--- src/rtl/sig_pattern_gen_pkg.sv ---
// rtl/sig_pattern_gen_pkg.sv - shared types, constants and pattern helper for sig_pattern_gen
package sig_pattern_gen_pkg;

    typedef enum logic [1:0] {
        MODE_RANDOM   = 2'd0,
        MODE_ALL_ONE  = 2'd1,
        MODE_ALL_ZERO = 2'd2,
        MODE_TOGGLE   = 2'd3
    } mode_e;

    typedef enum logic [1:0] {
        ST_IDLE   = 2'd0,
        ST_RUN    = 2'd1,
        ST_FINISH = 2'd2
    } state_e;

    localparam logic [15:0] LFSR_DEFAULT_SEED = 16'hACE1;

    localparam int TAP_0 = 0;
    localparam int TAP_1 = 2;
    localparam int TAP_2 = 3;
    localparam int TAP_3 = 5;

    function automatic logic pattern_bit(input mode_e mode, input logic rnd_bit, input logic tog_bit);
        case (mode)
            MODE_RANDOM:   return rnd_bit;
            MODE_ALL_ONE:  return 1'b1;
            MODE_ALL_ZERO: return 1'b0;
            default:       return tog_bit;
        endcase
    endfunction

endpackage

--- src/rtl/sig_pattern_gen_lfsr16.sv ---
// rtl/sig_pattern_gen_lfsr16.sv - 16-bit Fibonacci LFSR with load and shift enables
module lfsr16
    import sig_pattern_gen_pkg::*;
(
    input  logic        clk_i,
    input  logic        rst_i,
    input  logic        load_i,
    input  logic [15:0] seed_i,
    input  logic        shift_i,
    output logic [15:0] state_o
);

    logic [15:0] state_q;
    logic        feedback;

    assign feedback = state_q[TAP_0] ^ state_q[TAP_1] ^ state_q[TAP_2] ^ state_q[TAP_3];

    always_ff @(posedge clk_i) begin
        if (rst_i) begin
            state_q <= LFSR_DEFAULT_SEED;
        end else if (load_i) begin
            state_q <= seed_i;
        end else if (shift_i) begin
            state_q <= {feedback, state_q[15:1]};
        end
    end

    assign state_o = state_q;

endmodule

--- src/rtl/sig_pattern_gen.sv ---
// rtl/sig_pattern_gen.sv - burst bit-pattern generator (random/ones/zeros/toggle) with ones counter
module sig_pattern_gen
    import sig_pattern_gen_pkg::*;
#(
    parameter int LFSR_W = 16,
    parameter int CNT_W  = 8
) (
    input  logic              clock_i,
    input  logic              reset_i,
    input  logic              start_i,
    input  logic              abort_i,
    input  logic [1:0]        mode_i,
    input  logic [CNT_W-1:0]  len_i,
    input  logic [LFSR_W-1:0] seed_i,
    output logic              a_o,
    output logic              a_valid_o,
    output logic              busy_o,
    output logic              done_o,
    output logic [CNT_W-1:0]  ones_count_o
);

    state_e             state_q;
    mode_e              mode_q;
    logic [CNT_W-1:0]   cnt_q;
    logic [CNT_W-1:0]   ones_q;
    logic               a_q;
    logic               a_valid_q;
    logic               busy_q;
    logic               done_q;
    logic               tog_q;

    logic               start_ok_d;
    logic               shift_d;
    logic [LFSR_W-1:0]  seed_d;
    logic [15:0]        lfsr_state;
    logic               lfsr_unused;

    assign start_ok_d = (state_q == ST_IDLE) && start_i && !abort_i;
    assign shift_d    = (state_q == ST_RUN);
    assign seed_d     = (seed_i == '0) ? LFSR_DEFAULT_SEED : seed_i;

    lfsr16 u_lfsr (
        .clk_i   (clock_i),
        .rst_i   (reset_i),
        .load_i  (start_ok_d),
        .seed_i  (seed_d),
        .shift_i (shift_d),
        .state_o (lfsr_state)
    );

    // Only the two low bits feed the output: bit 1 becomes bit 0 after this cycle's shift.
    assign lfsr_unused = ^lfsr_state[15:2];

    always_ff @(posedge clock_i) begin
        if (reset_i) begin
            state_q   <= ST_IDLE;
            mode_q    <= MODE_RANDOM;
            cnt_q     <= '0;
            ones_q    <= '0;
            a_q       <= 1'b0;
            a_valid_q <= 1'b0;
            busy_q    <= 1'b0;
            done_q    <= 1'b0;
            tog_q     <= 1'b0;
        end else begin
            done_q <= 1'b0;
            case (state_q)
                ST_IDLE: begin
                    if (start_ok_d) begin
                        mode_q <= mode_e'(mode_i);
                        cnt_q  <= len_i;
                        ones_q <= '0;
                        busy_q <= 1'b1;
                        tog_q  <= 1'b0;
                        if (len_i == '0) begin
                            state_q   <= ST_FINISH;
                            a_q       <= 1'b0;
                            a_valid_q <= 1'b0;
                        end else begin
                            state_q   <= ST_RUN;
                            a_q       <= pattern_bit(mode_e'(mode_i), seed_d[0], 1'b1);
                            a_valid_q <= 1'b1;
                        end
                    end
                end
                ST_RUN: begin
                    ones_q <= ones_q + {{(CNT_W-1){1'b0}}, a_q};
                    if (abort_i) begin
                        state_q   <= ST_IDLE;
                        a_q       <= 1'b0;
                        a_valid_q <= 1'b0;
                        busy_q    <= 1'b0;
                    end else if (cnt_q == CNT_W'(1)) begin
                        state_q   <= ST_FINISH;
                        a_q       <= 1'b0;
                        a_valid_q <= 1'b0;
                    end else begin
                        cnt_q <= cnt_q - CNT_W'(1);
                        a_q   <= pattern_bit(mode_q, lfsr_state[1], tog_q);
                        tog_q <= ~tog_q;
                    end
                end
                ST_FINISH: begin
                    state_q <= ST_IDLE;
                    done_q  <= 1'b1;
                    busy_q  <= 1'b0;
                end
                default: begin
                    state_q   <= ST_IDLE;
                    a_q       <= 1'b0;
                    a_valid_q <= 1'b0;
                    busy_q    <= 1'b0;
                end
            endcase
        end
    end

    assign a_o          = a_q;
    assign a_valid_o    = a_valid_q;
    assign busy_o       = busy_q;
    assign done_o       = done_q;
    assign ones_count_o = ones_q;

endmodule

--- config.mk ---
export PLATFORM = sky130hd
export DESIGN_NAME = sig_pattern_gen
export DESIGN_NICKNAME = d
export VERILOG_FILES = /design/src/rtl/sig_pattern_gen_pkg.sv /design/src/rtl/sig_pattern_gen_lfsr16.sv /design/src/rtl/sig_pattern_gen.sv
export SDC_FILE = /design/constraint.sdc
export NUM_CORES = 1
export LEC_CHECK = 0
export BUFFER_PORTS_ARGS = -buffer_cell sky130_fd_sc_hd__buf_2
export CAP_MARGIN = 25
export CORE_ASPECT_RATIO = 0.9
export CORE_MARGIN = 2
export CORE_UTILIZATION = 30
export DETAILED_ROUTE_END_ITERATION = 12
export PLACE_DENSITY = 0.51
export SYNTH_ARGS = -nofsm -noshare
export SYNTH_HDL_FRONTEND = slang
export SYNTH_HIERARCHICAL = 1
export SYNTH_SLANG_ARGS = --single-unit
--- constraint.sdc ---
create_clock -name clock_i -period 5.5 [get_ports clock_i]
set_input_delay 0.825 -clock clock_i [delete_from_list [all_inputs] [get_ports clock_i]]
set_output_delay 0.825 -clock clock_i [all_outputs]
set_load 0.03 [all_outputs]
; Yosys cells after proc, flatten, opt, wreduce, memory -nomap -nowiden
; Cells that the tools add are included.
[classes]
add_sub_neg = 2
eq_ne = 11
muxes = 34
bitwise_logic = 5
n_reduce_logical = 17
[ops]
columns = op, count
row1 = $mux W16, 3
row2 = $mux W8, 4
row3 = $pmux W8 S2, 2
row4 = $logic_not A16 Y1, 1
row5 = $mux W1, 14
row6 = $reduce_and A2 Y1, 5
row7 = $pmux W1 S3, 3
row8 = $add A8 B1 Y8, 1
row9 = $eq A8 B1 Y1 const B, 1
row10 = $logic_not A8 Y1, 1
row11 = $mux W2, 4
row12 = $ne A2 B2 Y1 const B, 4
row13 = $sub A8 B1 Y8 const B, 1
row14 = $eq A2 B2 Y1 const B, 3
row15 = $logic_not A2 Y1, 3
row16 = $pmux W1 S2, 3
row17 = $eq A2 B1 Y1 const B, 2
row18 = $pmux W2 S2, 1
row19 = $reduce_and A4 Y1, 1
row20 = $reduce_bool A2 Y1, 2
row21 = $ne A3 B2 Y1 const B, 1
row22 = $reduce_and A3 Y1, 1
row23 = $xor A1 B1 Y1, 3
row24 = $logic_and A1 B1 Y1, 2
row25 = 2 further kinds, 3
[totals]
reg_bits = 41
input_bits = 30
out_inout_bits = 12
word_cells = 79

; Logic depth before layout (Yosys ltp)
[depth]
word_depth = 6
depth_mapped = 10
mapped_depth_nobuf = 6

; Cells and area by module
; The synthesis kept the hierarchy.
[by_module_without_submodules]
columns = module, instances, cells_each, area_each_um2
row1 = sig_pattern_gen, 1, 201, 1545.2
row2 = lfsr16, 1, 74, 860.8

; Worst setup path after synthesis
; Ideal clock, no wire load.
[synth_timing]
kind = input to register
startpoint = input port abort_i
endpoint = register u_lfsr.state_q[15], in the netlist u_lfsr/state_o[15]
arrival_ns = 2.099
required_time_ns = 5.371
slack_ns = 3.272
path_stages = 7
cell_sequence = or4b_1 buf_2 clkinv_4 buf_6 or3b_1 o41ai_1 a21oi_1
[synth_between]
elab_chain_len = 3
word_cells_on_any_way = 4
cone_classes = mux: 1 / reduce/logical: 3
[synth_rtl]
columns = item, line
row1 = "start, declared", sig_pattern_gen.sv:11  ; input logic abort_i,
row2 = $logic_not A1 Y1 (*), sig_pattern_gen.sv:38  ; assign start_ok_d = (state_q == ST_IDLE) && start_i && !abort_i;
row3 = $logic_and A1 B1 Y1 (*), sig_pattern_gen.sv:38
row4 = net start_ok_d, sig_pattern_gen.sv:32  ; logic start_ok_d;
row5 = $mux W16 / $reduce_bool A2 Y1 (equally long branches), n/a
row6 = "end signal, assigned", sig_pattern_gen_lfsr16.sv:22  ; state_q <= seed_i;
row7 = "end signal, assigned", sig_pattern_gen_lfsr16.sv:24  ; state_q <= {feedback, state_q[15:1]};
row8 = "end, declared", sig_pattern_gen_lfsr16.sv:13  ; logic [15:0] state_q;
; Mark *: on every way through the listed nets, which the timed path passes. The rest lies on a longest branch.
; A chain may end at the register's enable or synchronous reset.

; Final worst setup path
; Same ends and word-level chain as after synthesis.

==> flow_metrics.env <==
export IMPL_p_comb_share_pct=18.8
export IMPL_cp_max_fo=22
export IMPL_ir_drop_uv=83.0
export IMPL_max_stage_delay_ns=0.67
export IMPL_cp_arrival_ns=2.44
export IMPL_utilization_pct=34.6
export IMPL_cts_buffers_inserted=5
export IMPL_clk_pin_slew_worst_paths_ns=0.08
export IMPL_hold_path_class="flip-flop to flip-flop"
export IMPL_grt_use_total_pct=12.9
export IMPL_wirelength_mm=5.57
export IMPL_tns_ns=0
export IMPL_r2r_slack_ns=3.29
export IMPL_cellPowerDensity_nw_per_um2=243
export IMPL_drv_cap=0
export IMPL_drive_gt1_share_pct=24.0
export IMPL_num_vias=2026
export IMPL_cts_setup_buffers=0
export IMPL_nFillCells=820
export IMPL_drt_iter0_drc=131
export IMPL_status="finished, final reports clean"
export IMPL_path_cells="buf_2, or4b_1, clkinv_4, or3b_1, o41ai_1, a21oi_1"
export IMPL_worst_setup_path_type="input pin to flip-flop"
export IMPL_synth_area_sq_um=2410
export IMPL_hold_viol_final=0
export IMPL_cts_sinks=41
export IMPL_avgRoutedWirePerCell_um=14.1
export IMPL_via_per_inst=5.12
export IMPL_switchingPower_mw=0.185
export IMPL_reg2reg_depth=6
export IMPL_period_share_pct=41.0
export IMPL_synth_cell_types=49
export IMPL_path_delay_family="simple AND/OR/NAND/NOR gates"
export IMPL_drtAntennaViolNets=0
export IMPL_cts_htree_levels=2
export IMPL_core_area_sq_um=7660
export IMPL_hold_end="mode_q[0]"
export IMPL_ys_seq_elements=41
export IMPL_drt_pre_antenna_iters=4
export IMPL_yosysSeqAreaShare_pct=34.1
export IMPL_grt_overflow=0
export IMPL_start_util_pct=31.4
export IMPL_grt_pass1_wl_mm=9.01
export IMPL_r2r_end="u_lfsr/state_o[3]"
export IMPL_antenna_cells=0
export IMPL_r2r_start="state_q[1]"
export IMPL_rsz0062_at_grt="false"
export IMPL_grt_pass1_vias=1830
export IMPL_path_buf_inv=2
export IMPL_hold_start="mode_q[0]"
export IMPL_clock_skew_final_ns=0.00718
export IMPL_antenna_found_initial=0
export IMPL_cts_hold_buf=0
export IMPL_setup_viol=0
export IMPL_cp_start_kind="input pin"
export IMPL_slew_viol_final=0
export IMPL_clkPwrFrac_pct=30.4
export IMPL_detailed_place_hpwl_mm=3.83
export IMPL_cts_root_buf="clkbuf_8"
export IMPL_synth_cells=275
export IMPL_place_gp_congestion=0.786
export IMPL_clock_tree_buffer_depth=2
export IMPL_row_count=30
export IMPL_synth_edf_count=0
export IMPL_endpoint_kind="flip-flop"
export IMPL_cts_tree="built"
export IMPL_required_ns=5.68
export IMPL_tightest_slew_ns=1.01
export IMPL_leakagePower_nw=1.05
export IMPL_slew_headroom_pct=32.3
export IMPL_seq_power_share_pct=50.7
export IMPL_ios=42
export IMPL_fmax_mhz=444
export IMPL_die_area_sq_um=8750
export IMPL_synthFlopType="dfxtp_1"
export IMPL_drc=0
export IMPL_ys_async_sr_fraction_pct=0
export IMPL_cts_repair_resized=0
export IMPL_clk_latency_ns=0.30
export IMPL_grt_max_degree=43
export IMPL_die_y_um=89.0
export IMPL_slowest_stage="or4b_1"
export IMPL_avgSynthCellArea_sq_um=8.75
export IMPL_nets=333
export IMPL_yosysWarnings=6
export IMPL_swShare_pct=28.8
export IMPL_portBuffers=41
export IMPL_holdPathStages=2
export IMPL_period_minus_slack_ns=2.25
export IMPL_area_growth_syn_to_layout_pct=10.1
export IMPL_intPower_mw=0.458
export IMPL_die_w_um=98.4
export IMPL_syn_num_nets=309
[registers in the layout (all words and copies together) (netlist names)]
signal          flops
ones_count_o        8
a_o                 1
state_q             2
done_o              1
mode_q              2
cnt_q               8
busy_o              1
u_lfsr/state_o     16
a_valid_o           1
tog_q               1
[metrics by stage]
step / cell area [sq um] / power, mW / hold slack [ns] / cells / worst slack [ns]
global placement: 2570 / 0.454 / 0.456 / 388 / 2.98
global route: 2650 / 0.682 / 0.491 / 396 / 3.09
CTS: 2650 / 0.650 / 0.477 / 396 / 3.25
detailed placement: 2570 / 0.454 / 0.465 / 388 / 2.94
floorplan: 2410 / 0.427 / 0.436 / 275 / 3.27
finish: 2650 / 0.643 / 0.474 / 396 / 3.25
[tightest hold or removal path, stage by stage (launching register included)]
cell,delay (ns)
dfxtp_1,0.32
nand2_1,0.05
a21oi_1,0.06
[power by group through the flow]
stage | registers (mW) | logic, mW | clock network (mW)
2_1_floorplan | 0.332 | 0.0948 | 0
5_1_grt | 0.329 | 0.135 | 0.217
4_1_cts | 0.326 | 0.122 | 0.202
3_5_place_dp | 0.333 | 0.121 | 0
3_3_place_gp | 0.333 | 0.121 | 0
6_report | 0.326 | 0.121 | 0.196
[placed cells by master (no fill, tap or decap), drive strengths merged, types with 6 or more instances in the layout]
| cell | n |
|---|---|
| a21oi | 22 |
| buf | 42 |
| clkbuf | 6 |
| dfxtp | 41 |
| inv | 6 |
| mux2 | 16 |
| mux2i | 15 |
| nand2 | 24 |
| nand2b | 19 |
| nand3 | 7 |
| nor2 | 26 |
| nor3 | 7 |
| nor3b | 7 |
| nor4 | 9 |
| o21ai | 7 |
[synthesized netlist by cell type, types with 3 or more instances]
master    count  share of area (%)
dfxtp_1      41                 34
nand2_1      24                3.7
nor2_1       24                3.7
a21oi_1      22                4.6
nand2b_1     19                4.9
mux2i_1      15                6.2
clkbuf_1     12                1.9
mux2_2        8                3.7
mux2_4        8                5.0
nor4_1        8                2.1
nand3_1       7                1.5
nor3_1        7                1.5
nor3b_1       7                2.2
buf_2         6                1.2
inv_1         6               0.94
buf_6         5                2.3
ha_1          4                2.1
o21ai_1       4               0.83
o32ai_1       4                1.5
a311oi_1      3                1.1
o21ai_0       3               0.62
[how the worst max path moves through the flow]
| stage | from | end | slack (ns) | cells after the start |
|---|---|---|---|---|
| after floorplan | abort_i | u_lfsr/state_o[15] | 3.27 | 7 |
| after global placement | abort_i | u_lfsr/state_o[15] | 2.98 | 6 |
| after detailed placement | abort_i | u_lfsr/state_o[15] | 2.94 | 6 |
| after CTS | abort_i | u_lfsr/state_o[15] | 3.25 | 6 |
| after global routing | state_q[1] | u_lfsr/state_o[8] | 3.09 | 6 |
| final | abort_i | u_lfsr/state_o[15] | 3.25 | 6 |
[kinds of logic after synthesis]
logic type / synth area share (%)
AO/OA/AOI/OAI: 15.0
XOR/XNOR: 1.09
adder cells (fa/ha/maj): 2.08
buffers and inverters: 8.63
flip-flops: 34.1
multiplexers: 15.0
AND/OR/NAND/NOR: 24.1
[cell type report]
| class | count | area (sq um) | area share, % |
|---|---|---|---|
| clock inverters | 2 | 10.0 | 0.378 |
| flip-flops and latches | 41 | 821 | 31.0 |
| well taps | 96 | 120 | 4.53 |
| clock buffers | 6 | 72.6 | 2.74 |
| inverters | 8 | 36.3 | 1.37 |
| repair buffers | 42 | 213 | 8.03 |
| multi-input cells | 201 | 1380 | 52.0 |
[per-layer routing]
| metal | global-route usage (%) | wire length (um) | up-vias |
|---|---|---|---|
| met3 | 2.66 | 168 | 6 |
| met4 | 4.48 | 78 | 0 |
| met2 | 20.9 | 2530 | 32 |
| met5 | 0 | 0 | - |
| li1 | - | - | 1031 |
| met1 | 17.2 | 2790 | 957 |
(Power assumes the default switching activity.)
